`src/rtl/vga_timing_pkg.sv`:
```
// vga_timing_pkg
// Shared constants for the Sudoku display raster path: 640x480@60 timing
// (pixel clock derived from a 100 MHz board clock), the counter width used by
// the timing generator, and the 12-bit RGB colours used by the colour stage.
// A small range helper keeps the visible-window decode readable.
package vga_timing_pkg;

    localparam int unsigned CNT_W = 10;

    localparam int unsigned VGA_CLK_DIV     = 4;
    localparam int unsigned VGA_H_TOTAL     = 800;
    localparam int unsigned VGA_H_SYNC      = 96;
    localparam int unsigned VGA_H_ACT_START = 144;
    localparam int unsigned VGA_H_ACT_END   = 784;
    localparam int unsigned VGA_V_TOTAL     = 525;
    localparam int unsigned VGA_V_SYNC      = 2;
    localparam int unsigned VGA_V_ACT_START = 35;
    localparam int unsigned VGA_V_ACT_END   = 515;

    localparam logic [11:0] BLACK = 12'h000;
    localparam logic [11:0] WHITE = 12'hFFF;
    localparam logic [11:0] RED   = 12'hF00;
    localparam logic [11:0] GREEN = 12'h0F0;
    localparam logic [11:0] BLUE  = 12'h00F;

    // True when lo <= val < hi (half-open window).
    function automatic logic in_window(input logic [CNT_W-1:0] val,
                                       input logic [CNT_W-1:0] lo,
                                       input logic [CNT_W-1:0] hi);
        return (val >= lo) && (val < hi);
    endfunction

endpackage

```
`src/rtl/vga_timing_gen_pix_en.sv`:
```
// pix_en_gen
// Clock divider producing a one-clk pixel enable every CLK_DIV board clocks.
// The divider counts 0..CLK_DIV-1; pix_en is registered and is high for the
// clk cycle after the divider sat at CLK_DIV-1, so the first pulse appears on
// the CLK_DIV-th edge after reset release.
// Ports:
//   clk     in  board clock
//   reset_n in  asynchronous active-low reset
//   pix_en  out one-clk pulse per pixel period
module pix_en_gen #(
    parameter int unsigned CLK_DIV = 4
) (
    input  logic clk,
    input  logic reset_n,
    output logic pix_en
);

    localparam int unsigned         DIV_W    = $clog2(CLK_DIV);
    localparam logic [DIV_W-1:0]    DIV_LAST = DIV_W'(CLK_DIV - 1);

    logic [DIV_W-1:0] div_r;
    logic             pix_en_r;

    // Divider counter and registered pixel enable.
    always_ff @(posedge clk or negedge reset_n) begin
        if (!reset_n) begin
            div_r    <= '0;
            pix_en_r <= 1'b0;
        end else begin
            pix_en_r <= (div_r == DIV_LAST);
            if (div_r == DIV_LAST) begin
                div_r <= '0;
            end else begin
                div_r <= div_r + DIV_W'(1);
            end
        end
    end

    assign pix_en = pix_en_r;

endmodule

```
`src/rtl/vga_timing_gen.sv`:
```
// vga_timing_gen
// Raster timing for the Sudoku display: divides clk down to a pixel enable,
// runs horizontal/vertical counters and drives the VGA sync pins. hSync,
// vSync and bright are decoded from the next-state counters and registered,
// so they change on the same edge as hCount/vCount with no skew or glitch.
// Optional build macro VGA_FRAME_CNT_EN adds a 16-bit frame counter output
// (cursor blink timebase) that increments on every frame_start.
// Ports:
//   clk         in  board clock (100 MHz)
//   reset_n     in  asynchronous active-low reset
//   hCount      out pixel column, 0..H_TOTAL-1
//   vCount      out line, 0..V_TOTAL-1
//   hSync       out horizontal sync, active low
//   vSync       out vertical sync, active low
//   bright      out high inside the visible window
//   pix_en      out one-clk pulse per pixel period
//   frame_start out one-clk pulse when the raster wraps to (0,0)
//   frame_cnt   out frames since reset, wrapping (VGA_FRAME_CNT_EN only)
module vga_timing_gen
    import vga_timing_pkg::*;
#(
    parameter int unsigned CLK_DIV     = VGA_CLK_DIV,
    parameter int unsigned H_TOTAL     = VGA_H_TOTAL,
    parameter int unsigned H_SYNC      = VGA_H_SYNC,
    parameter int unsigned H_ACT_START = VGA_H_ACT_START,
    parameter int unsigned H_ACT_END   = VGA_H_ACT_END,
    parameter int unsigned V_TOTAL     = VGA_V_TOTAL,
    parameter int unsigned V_SYNC      = VGA_V_SYNC,
    parameter int unsigned V_ACT_START = VGA_V_ACT_START,
    parameter int unsigned V_ACT_END   = VGA_V_ACT_END
) (
    input  logic             clk,
    input  logic             reset_n,
    output logic [CNT_W-1:0] hCount,
    output logic [CNT_W-1:0] vCount,
    output logic             hSync,
    output logic             vSync,
    output logic             bright,
    output logic             pix_en,
    output logic             frame_start
`ifdef VGA_FRAME_CNT_EN
    ,
    output logic [15:0]      frame_cnt
`endif
);

    localparam logic [CNT_W-1:0] H_LAST_C  = CNT_W'(H_TOTAL - 1);
    localparam logic [CNT_W-1:0] V_LAST_C  = CNT_W'(V_TOTAL - 1);
    localparam logic [CNT_W-1:0] H_SYNC_C  = CNT_W'(H_SYNC);
    localparam logic [CNT_W-1:0] V_SYNC_C  = CNT_W'(V_SYNC);
    localparam logic [CNT_W-1:0] H_ACT0_C  = CNT_W'(H_ACT_START);
    localparam logic [CNT_W-1:0] H_ACT1_C  = CNT_W'(H_ACT_END);
    localparam logic [CNT_W-1:0] V_ACT0_C  = CNT_W'(V_ACT_START);
    localparam logic [CNT_W-1:0] V_ACT1_C  = CNT_W'(V_ACT_END);

    logic             pix_en_s;
    logic [CNT_W-1:0] h_next_s;
    logic [CNT_W-1:0] v_next_s;
    logic             wrap_s;
    logic             hsync_next_s;
    logic             vsync_next_s;
    logic             bright_next_s;

    logic [CNT_W-1:0] hcount_r;
    logic [CNT_W-1:0] vcount_r;
    logic             hsync_r;
    logic             vsync_r;
    logic             bright_r;
    logic             frame_start_r;

    pix_en_gen #(
        .CLK_DIV (CLK_DIV)
    ) u_pix_en_gen (
        .clk     (clk),
        .reset_n (reset_n),
        .pix_en  (pix_en_s)
    );

    // Next-state raster position; counters only move on a pixel enable.
    always_comb begin
        h_next_s = hcount_r;
        v_next_s = vcount_r;
        wrap_s   = 1'b0;
        if (pix_en_s) begin
            if (hcount_r == H_LAST_C) begin
                h_next_s = '0;
                if (vcount_r == V_LAST_C) begin
                    v_next_s = '0;
                    wrap_s   = 1'b1;
                end else begin
                    v_next_s = vcount_r + CNT_W'(1);
                end
            end else begin
                h_next_s = hcount_r + CNT_W'(1);
            end
        end else begin
            h_next_s = hcount_r;
        end
    end

    // Sync and visible-window decode from the next-state position.
    always_comb begin
        hsync_next_s  = ~(h_next_s < H_SYNC_C);
        vsync_next_s  = ~(v_next_s < V_SYNC_C);
        bright_next_s = in_window(h_next_s, H_ACT0_C, H_ACT1_C) &&
                        in_window(v_next_s, V_ACT0_C, V_ACT1_C);
    end

    // Raster state and registered decode outputs.
    always_ff @(posedge clk or negedge reset_n) begin
        if (!reset_n) begin
            hcount_r      <= '0;
            vcount_r      <= '0;
            hsync_r       <= 1'b0;
            vsync_r       <= 1'b0;
            bright_r      <= 1'b0;
            frame_start_r <= 1'b0;
        end else begin
            hcount_r      <= h_next_s;
            vcount_r      <= v_next_s;
            hsync_r       <= hsync_next_s;
            vsync_r       <= vsync_next_s;
            bright_r      <= bright_next_s;
            frame_start_r <= wrap_s;
        end
    end

    assign hCount      = hcount_r;
    assign vCount      = vcount_r;
    assign hSync       = hsync_r;
    assign vSync       = vsync_r;
    assign bright      = bright_r;
    assign pix_en      = pix_en_s;
    assign frame_start = frame_start_r;

`ifdef VGA_FRAME_CNT_EN
    logic [15:0] frame_cnt_r;

    // Frame counter, wraps naturally at 16 bits.
    always_ff @(posedge clk or negedge reset_n) begin
        if (!reset_n) begin
            frame_cnt_r <= 16'd0;
        end else if (wrap_s) begin
            frame_cnt_r <= frame_cnt_r + 16'd1;
        end else begin
            frame_cnt_r <= frame_cnt_r;
        end
    end

    assign frame_cnt = frame_cnt_r;
`endif

endmodule

```
`config.mk`:
```
export PLATFORM = sky130hd
export DESIGN_NAME = vga_timing_gen
export DESIGN_NICKNAME = d
export VERILOG_FILES = /design/src/rtl/vga_timing_pkg.sv /design/src/rtl/vga_timing_gen_pix_en.sv /design/src/rtl/vga_timing_gen.sv
export SDC_FILE = /design/constraint.sdc
export NUM_CORES = 1
export LEC_CHECK = 0
export ABC_AREA = 1
export BUFFER_PORTS_ARGS = -buffer_cell sky130_fd_sc_hd__buf_4
export CORE_ASPECT_RATIO = 1.5
export CORE_MARGIN = 2
export CORE_UTILIZATION = 55
export DETAILED_ROUTE_END_ITERATION = 8
export HOLD_SLACK_MARGIN = 0.1
export PLACE_DENSITY = 0.78
export SKIP_CTS_REPAIR_TIMING = 1
export SLEW_MARGIN = 5
export SYNTH_ARGS = -nofsm -noshare
export SYNTH_HDL_FRONTEND = slang
export SYNTH_SLANG_ARGS = --single-unit
```
`constraint.sdc`:
```
create_clock -name clk -period 4.51 [get_ports clk]
set_input_delay 0.451 -clock clk [delete_from_list [all_inputs] [get_ports clk]]
set_output_delay 0.451 -clock clk [all_outputs]
set_load 0.1 [all_outputs]
```
Word-level counts from Yosys, hierarchy flattened
Cells that the tools add are included.

Word-level logic and storage cells: 34. Register bits: 27. Output and inout port bits: 25. Input port bits: 2. Memories: 0. Bits in read-only memories: 0. RAM bits: 0. Bits in latches: 0.

Div/mod/pow operators: 0. Mux-type cells: 9. Shifts and indexed selects: 0. Order comparisons: 6. Add/sub/neg operators: 3. Equality and inequality tests: 3. Multipliers: 0. Reductions and logical operators: 3. Bitwise operators: 2.

Operators with widths (count): 2-to-1 mux 10 bit (5); adder 10 x 1 -> 10 bit (second input constant) (2); == test 10 bit (second input constant) (2); less-than comparator 10 bit (second input constant) (2); >= comparator 10 x 6 -> 1 bit (second input constant) (1); >= comparator 10 x 8 -> 1 bit (second input constant) (1); less-than comparator 10 x 2 -> 1 bit (second input constant) (1); less-than comparator 10 x 7 -> 1 bit (second input constant) (1); logical AND 1 bit (3); 2-to-1 mux 1 bit (3); adder 2 x 1 -> 2 bit (second input constant) (1); == test 2 bit (second input constant) (1); 2-to-1 mux 2 bit (1); NOT 1 bit (2).

Depth between registers and ports, before layout
Gate-level depths: netlist of the first run.

Depth in word-level cells: 7. Mapped depth: 16. Mapped depth without buffers: 16.

Modules after synthesis
A second synthesis of the first run with hierarchy kept.

Cells, all modules: 226. Area total of the unflattened synthesis: 1634.1 um^2.

By module, submodules not included: vga_timing_gen (instances 1, area an instance 1542.7 um^2, cells each 221, seq. area each 600.6 um^2); pix_en_gen (instances 1, area an instance 91.3 um^2, cells each 5, seq. area each 75.1 um^2).

Least setup slack after synthesis of the first run
Ideal clock, no wire load.

Kind: reg-to-reg. Start point: reg hcount_r[0], in the netlist hCount[0]. End point: reg bright_r, in the netlist bright. Arrival time: 2.411 ns. Data required time: 4.396 ns. Buffers on the path: 0. Period minus slack after synthesis: 2.525 ns. Stages on the path, launching flop included: 13. Path slack: 1.985 ns. Setup time: 0.114 ns. Path through: dfrtp_1 ha_1 nand2_2 nor2_8 nand2_4 nor2_8 nand2_2 nand3_1 nand3_1 nor2_2 nand2_1 nand2_1 nor2_2.

Word-level cells in the longest chain between the ends: 6. Elaborated cells between the ends (all ways): 13. Classes of those cells: 1 x add/sub; 4 x order compare; 1 x eq/ne; 4 x mux; 3 x reduce/logical.

Ends and longest elaborated chain: start: declaration (line vga_timing_gen.sv:64) `logic [CNT_W-1:0] hcount_r;`; start signal: assignment (line vga_timing_gen.sv:119) `hcount_r <= h_next_s;`; adder 10 x 1 -> 10 bit / == test 10 bit (equally long branches) (line vga_timing_gen.sv:94, vga_timing_gen.sv:85); 2-to-1 mux 10 bit (line vga_timing_gen.sv:85) `if (hcount_r == H_LAST_C) begin`; 2-to-1 mux 10 bit (line vga_timing_gen.sv:84) `if (pix_en_s) begin`; >= comparator 10 x 8 -> 1 bit, or another cell as far along (line vga_timing_pkg.sv:30) `return (val >= lo) && (val < hi);`; logical AND 1 bit (line vga_timing_pkg.sv:30); logical AND 1 bit * (line vga_timing_gen.sv:105) `bright_next_s = in_window(h_next_s, H_ACT0_C, H_ACT1_C) &&`; named net bright_next_s (line vga_timing_gen.sv:62) `logic bright_next_s;`; end signal: assignment (line vga_timing_gen.sv:123) `bright_r <= bright_next_s;`; end: declaration (line vga_timing_gen.sv:68) `logic bright_r;`.

Mark *: on every way through the listed nets, which the timed path passes. The rest lies on a longest branch.

Worst setup path in the final report of the first run
Start point: reg u_pix_en_gen.pix_en_r, in the netlist u_pix_en_gen.pix_en. End point: reg bright_r, in the netlist bright.

Word-level cells in the longest chain between the ends: 4. Elaborated cells between the ends (all ways): 9. Classes of those cells: 4 x order compare; 2 x mux; 3 x reduce/logical.

Ends and longest elaborated chain: start: declaration (line vga_timing_gen_pix_en.sv:22) `logic pix_en_r;`; start signal: assignment (line vga_timing_gen_pix_en.sv:30) `pix_en_r <= (div_r == DIV_LAST);`; 2-to-1 mux 10 bit (line vga_timing_gen.sv:84); >= comparator 10 x 8 -> 1 bit, or another cell as far along (line vga_timing_pkg.sv:30); logical AND 1 bit (line vga_timing_pkg.sv:30); logical AND 1 bit * (line vga_timing_gen.sv:105); named net bright_next_s (line vga_timing_gen.sv:62).

Marked as above.

==> impl_results.md, run 1 <==
* Critical path capture point type: register
* Iter 0 DRT Violations at 34
* Largest net degree at the start of global routing at 28
* Clk pin slew, worst setup/hold paths at 0.09 ns
* Max-slew headroom at 0.636
* Unrepaired setup endpoints after global routing: no
* Vias per inst at 5.10
* Layout Skew at 0.00262 ns
* Peak supply drop at 0.000124 V
* Full die area at 3560 um2
* Critical path peak fanout at 14
* Critical path required time at 4.69 ns
* Synthesized instance count at 229
* Drt drc at 0
* Share of layout cells above drive strength 1 at 0.228
* Commonest non-fill, non-tap cells in the layout: 60 x nand2_1, 36 x inv_1, 27 x dfrtp_1
* Tcrit/Tclk final at 0.471
* Final setup violation count at 0
* Port Buffers at 26
* Post-route antenna net violation count at 0
* Reg2Reg Depth at 10
* Setup_tns at 0 ns
* Synthesized area per cell at 7.42 um2
* I/O pin count at 27
* Flops & latches, synth at 27
* Worst slew pin tran at 0.545 ns
* Std cell rows at 24
* Clock Latency Late Sink at 0.27 ns
* Non-filler cells, final at 298
* Syn nets at 235
* CTS max path bufs at 2
* PnR worst setup slack at 2.39 ns
* Final Hold Vio Count at 0
* GPL Wtd Cong at 0.883
* Die Width at 49.4 um
* Unique masters post-synth at 27
* H-tree levels at 1
* Total global-route track usage at 0.236
* Sequential share of the synthesized area at 0.398
* PwrDens at 193 nW/um2
* Initial Util at 0.577
* Syn. warnings at 0
* Via count at 1520
* Num CTS Buffers at 3
* Worst slack, placed at 2.41 ns
* Hold path cells at 1
* Initial antenna violation count at 0
* Placed instance count at 293
* Dpl hpwl at 3050 um
* Grt total ovfl at 0
* Vias in the first global route at 1514
* First-pass GRT wire length at 6540 um
* Pleak at 1.21 nW
* Critical Path AT at 2.30 ns
* Max-slew violations at 0
* Cell Area, Synth at 1700 um2
* CTS tree: yes
* Max-cap violations at 0
* Worst r2r dst: bright$_DFF_PN0_
* Clk root buf: clkbuf_8
* Pre-antenna DRT Iters at 5
* Critical Setup Path Class: reg -> reg
* Nets at 266
* FF-to-FF setup slack at 2.39 ns
* Min-delay src: u_pix_en_gen.div_r[0]$_DFF_PN0_
* Fmax at 0.471 GHz
* Die Ht at 72.1 um
* Final min period at 2.12 ns
* Crit start category: register
* Routed WL per cell at 13.0 um
* HP Class: reg -> reg
* CORE AREA at 2940 um2
* Status: completed
* DRT Wirelength at 3870 um
* P&R area growth vs syn at 17.4%
* Worst r2r src: u_pix_en_gen.pix_en$_DFF_PN0_
* N_diodes at 0
* WHS Endpoint: u_pix_en_gen.div_r[0]$_DFF_PN0_
* Most common cell after layout, fill and taps aside: nand2_1
* CTS Sinks at 27
==> worst max path at each step <==
stage,start,endpoint,slack [ns],cells past startpoint
detailed placement,u_pix_en_gen.pix_en$_DFF_PN0_,bright$_DFF_PN0_,2.41,10
global route,u_pix_en_gen.pix_en$_DFF_PN0_,bright$_DFF_PN0_,2.21,12
finish,u_pix_en_gen.pix_en$_DFF_PN0_,bright$_DFF_PN0_,2.39,10
floorplan,hCount[0]$_DFF_PN0_,bright$_DFF_PN0_,1.98,12
CTS,u_pix_en_gen.pix_en$_DFF_PN0_,bright$_DFF_PN0_,2.39,10
global placement,u_pix_en_gen.pix_en$_DFF_PN0_,bright$_DFF_PN0_,2.41,10
==> logic make-up (layout without fill, tap and decap cells) <==
family	count (synthesis)	count (layout)	synth area share
fa+ha+maj	4	4	0.0295
buf+inv	41	71	0.0913
compound gates	8	8	0.0272
xor+xnor	2	2	0.0103
flops	27	27	0.398
simple gates	147	147	0.444
==> critical path: stages (launching register included) <==
cell and delay [ns]:
dfrtp_1 0.69, inv_2 0.20, nor3_4 0.28, nand2_2 0.16, nand3_1 0.17, nand3_1 0.10
and2_1 0.16, nor2_1 0.08, nor2_1 0.05, nand2_1 0.08, nor2_2 0.04
==> cells in the mapped netlist, drive strengths merged <==
| cell | number | area, um2 |
|---|---|---|
| or2 | 1 | 6.26 |
| nand4 | 9 | 56.3 |
| ha | 4 | 50.1 |
| nand2 | 72 | 310 |
| nor3 | 4 | 31.3 |
| inv | 40 | 150 |
| buf | 1 | 5.00 |
| xnor2 | 1 | 8.76 |
| o21bai | 1 | 7.51 |
| nand3b | 1 | 7.51 |
| o2111ai | 1 | 8.76 |
| a21oi | 2 | 10.0 |
| dfrtp | 27 | 676 |
| xor2 | 1 | 8.76 |
| o21ai | 4 | 20.0 |
| nand3 | 27 | 150 |
| and2 | 1 | 6.26 |
| nor2 | 32 | 186 |
==> per-layer routing <==
layer  vias to the layer above  track usage  wire [um]  share of wire
li1                        779            -          -              -
met1                       680        0.252       1500           0.39
met2                        50        0.464       2130           0.55
met3                        11       0.0267        126          0.033
met4                         0       0.0895        109          0.028
met5                         -            0          0              0
==> through the flow <==
| step | utilization | instance area [um2] | total power [mW] | hold slack [ns] |
|---|---|---|---|---|
| floorplan | - | 1700 | 0.247 | 0.155 |
| global placement | 0.659 | 1940 | 0.252 | 0.375 |
| detailed placement | 0.659 | 1940 | 0.252 | 0.386 |
| CTS | 0.674 | 1980 | 0.386 | 0.0935 |
| global route | 0.678 | 1990 | 0.396 | 0.455 |
| finish | 0.678 | 1990 | 0.385 | 0.429 |
==> report_power, final <==
part / leakage [nW] / switching (mW) / internal, mW
clock: 0.0255 / 0.0751 / 0.0619
combinational: 0.820 / 0.00480 / 0.00115
sequential: 0.363 / 0 / 0.242
==> area by class of cell <==
cell class	count	area, um2
fillers	279	948
inverters	40	150
repair buffers	27	205
flip-flops and latches	27	676
clock inverters	1	5.00
well taps	39	48.8
multi-input cells	161	868
clock buffers	3	41.3
==> sequential cells by signal (all words and copies together) (netlist names) <==
name and flops:
u_pix_en_gen.pix_en 1, u_pix_en_gen.div_r 2, frame_start 1, bright 1, hCount 10, hSync 1
vCount 10, vSync 1
Power figures use the tool's default switching activity.
==> run 2: changes to the inputs <==
clock period = 2 ns   (was 4.51 ns; I/O delays follow)
==> run 2 against run 1 <==
Effect of this change:
- clock power rose by 120%
- sequential cell count did not move
- critical endpoint unchanged
- global-route usage fell by 0.35 points
- clock-buffer cell count did not move
- highest routed layer unchanged
- register-to-register slack got worse by 2.3 ns
- wire length fell by 2.5%
==> impl_results.md, run 2 (synthesized netlist as in run 1, its figures left out) <==
* Full die area at 3560 um2 (unchanged)
* Final min period at 1.86 ns (was 2.12 ns)
* Layout Skew at 0.00848 ns (was 0.00262 ns)
* Post-Route Utilization at 0.700 (was 0.678)
* Met3 Use GR at 0.0144 (was 0.0267)
* Dpl hpwl at 2970 um (was 3050 um)
* Vias in the first global route at 1532 (was 1514)
* Worst slack, placed at 0.131 ns (was 2.41 ns)
* Clk root buf: clkbuf_8 (unchanged)
* Via count at 1559 (was 1520)
* Crit start category: register (unchanged)
* Pre-antenna DRT Iters at 4 (was 5)
* Most common cell after layout, fill and taps aside: nand2_1 (unchanged)
* Status: completed (unchanged)
* Cells along the critical path: ha_4 -> nand2_2 -> nor2_8 -> inv_2 -> nor2_8 -> inv_2 -> nand2_1 -> nand2_1 -> a21oi_1 -> nand2_1 -> nor2_2 -> nand2_1 -> nand2_1 -> nor2_2 (was inv_2 -> nor3_4 -> nand2_2 -> nand3_1 -> nand3_1 -> and2_1 -> nor2_1 -> nor2_1 -> nand2_1 -> nor2_2)
* H-tree levels at 1 (unchanged)
* Total global-route track usage at 0.232 (was 0.236)
* First-pass GRT wire length at 6420 um (was 6540 um)
* Std cell rows at 24 (unchanged)
* Unrepaired setup endpoints after global routing: no (unchanged)
* Max-slew headroom at 0.772 (was 0.636)
* Initial Util at 0.577 (unchanged)
* Worst slew pin tran at 0.342 ns (was 0.545 ns)
* Final setup violation count at 0 (unchanged)
* Tcrit/Tclk final at 0.932 (was 0.471)
* Die Width at 49.4 um (unchanged)
* Finished layout cell area at 2060 um2 (was 1990 um2)
* GR Util met2 at 0.449 (was 0.464)
* CORE AREA at 2940 um2 (unchanged)
* P&R area growth vs syn at 21.2% (was 17.4%)
* Slowest CP cell: dfrtp_4 (was dfrtp_1)
* Die Ht at 72.1 um (unchanged)
* Placed cell area at 2000 um2 (was 1940 um2)
* Grt total ovfl at 0 (unchanged)
* HP Class: in -> async (was reg -> reg)
* DRT Wirelength at 3770 um (was 3870 um)
* Clock Latency Late Sink at 0.27 ns (about the same)
* Iter 0 DRT Violations at 45 (was 34)
* Global route hottest layer: met2 (unchanged)
* Non-filler cells, final at 301 (was 298)
* Peak supply drop at 0.000360 V (was 0.000124 V)
* Global Route met1 Usage at 0.252 (about the same)
* N_diodes at 0 (unchanged)
* Share of layout cells above drive strength 1 at 0.317 (was 0.228)
* Max-cap violations at 0 (unchanged)
* Final Hold Vio Count at 0 (unchanged)
* Pleak at 1.19 nW (was 1.21 nW)
* Placed instance count at 296 (was 293)
* Post-route antenna net violation count at 0 (unchanged)
* PnR worst setup slack at 0.136 ns (was 2.39 ns)
* Critical Path AT at 2.04 ns (was 2.30 ns)
* Drt drc at 0 (unchanged)
* Clk pin slew, worst setup/hold paths at 0.09 ns (about the same)
* Max incr delay on CP at 0.46 ns (was 0.69 ns)
* CP dominant cell by count: nand2_1
* Num CTS Buffers at 3 (unchanged)
* Critical path capture point type: register (unchanged)
* Commonest non-fill, non-tap cells in the layout: 60 x nand2_1, 36 x inv_1, 29 x buf_4 (was 60 x nand2_1, 36 x inv_1, 27 x dfrtp_1)
* Port Buffers at 26 (unchanged)
* I/O pin count at 27 (unchanged)
* Max-slew violations at 0 (unchanged)
* Critical path peak fanout at 7 (was 14)
* Hold Slack at 0.387 ns (was 0.429 ns)
* Final Power at 0.860 mW (was 0.385 mW)
* Nets at 269 (was 266)
* Largest net degree at the start of global routing at 28 (unchanged)
* CTS tree: yes (unchanged)
* CTS max path bufs at 2 (unchanged)
* Fmax at 0.536 GHz (was 0.471 GHz)
* Setup_tns at 0 ns (unchanged)
* Routed WL per cell at 12.5 um (was 13.0 um)
* CTS Sinks at 27 (unchanged)
* Vias per inst at 5.18 (was 5.10)
* Initial antenna violation count at 0 (unchanged)
* Critical path required time at 2.18 ns (was 4.69 ns)
* Critical Setup Path Class: reg -> reg (unchanged)
* GPL Wtd Cong at 0.874 (was 0.883)
* PwrDens at 418 nW/um2 (was 193 nW/um2)
==> run 2: cell count changes in the layout (fill, tap and decap cells not counted), sizes merged <==
| cell | delta |
|---|---|
| buf | +3 |
==> run 2: where the power goes <==
part           leakage, nW  switching (mW)  internal [mW]
combinational        0.833          0.0104        0.00260
clock               0.0255           0.162          0.139
sequential           0.331               0          0.545
total                 1.19           0.173          0.687
==> run 2: path summary, 6_finish.rpt <==
kind,start,endpoint,slack (ns),cells past startpoint
worst max-delay path,hCount[0]$_DFF_PN0_,bright$_DFF_PN0_,0.14,14
worst min-delay path,reset_n,hSync$_DFF_PN0_,0.39,2
worst max register to register,hCount[0]$_DFF_PN0_,bright$_DFF_PN0_,0.14,14
worst min register to register,u_pix_en_gen.div_r[0]$_DFF_PN0_,u_pix_en_gen.div_r[0]$_DFF_PN0_,0.43,1
max in group asynchronous,reset_n,hCount[0]$_DFF_PN0_,1.33,2
min in group clk,u_pix_en_gen.div_r[0]$_DFF_PN0_,u_pix_en_gen.div_r[0]$_DFF_PN0_,0.43,1
==> run 2: final cells by class <==
class                           instances  area (um2)
Clock buffer                            3        41.3
Multi-Input combinational cell        161         881
Clock inverter                          1        5.00
Tap cell                               39        48.8
Timing Repair Buffer                   30         228
Inverter                               40         150
Fill cell                             266         883
Sequential cell                        27         706
==> run 2: per-layer routing <==
| metal | vias up | wire length (um) |
|---|---|---|
| li1 | 779 | - |
| met1 | 730 | 1500 |
| met2 | 41 | 2050 |
| met3 | 9 | 132 |
| met4 | 0 | 94 |
| met5 | - | 0 |
==> run 2: worst max-delay path, delay by kind of cell, from the launching register on <==
family,cells,cell delay [ns]
simple gates,10,0.85
flops,1,0.46
compound gates,1,0.16
fa+ha+maj,1,0.15
buf+inv,2,0.14
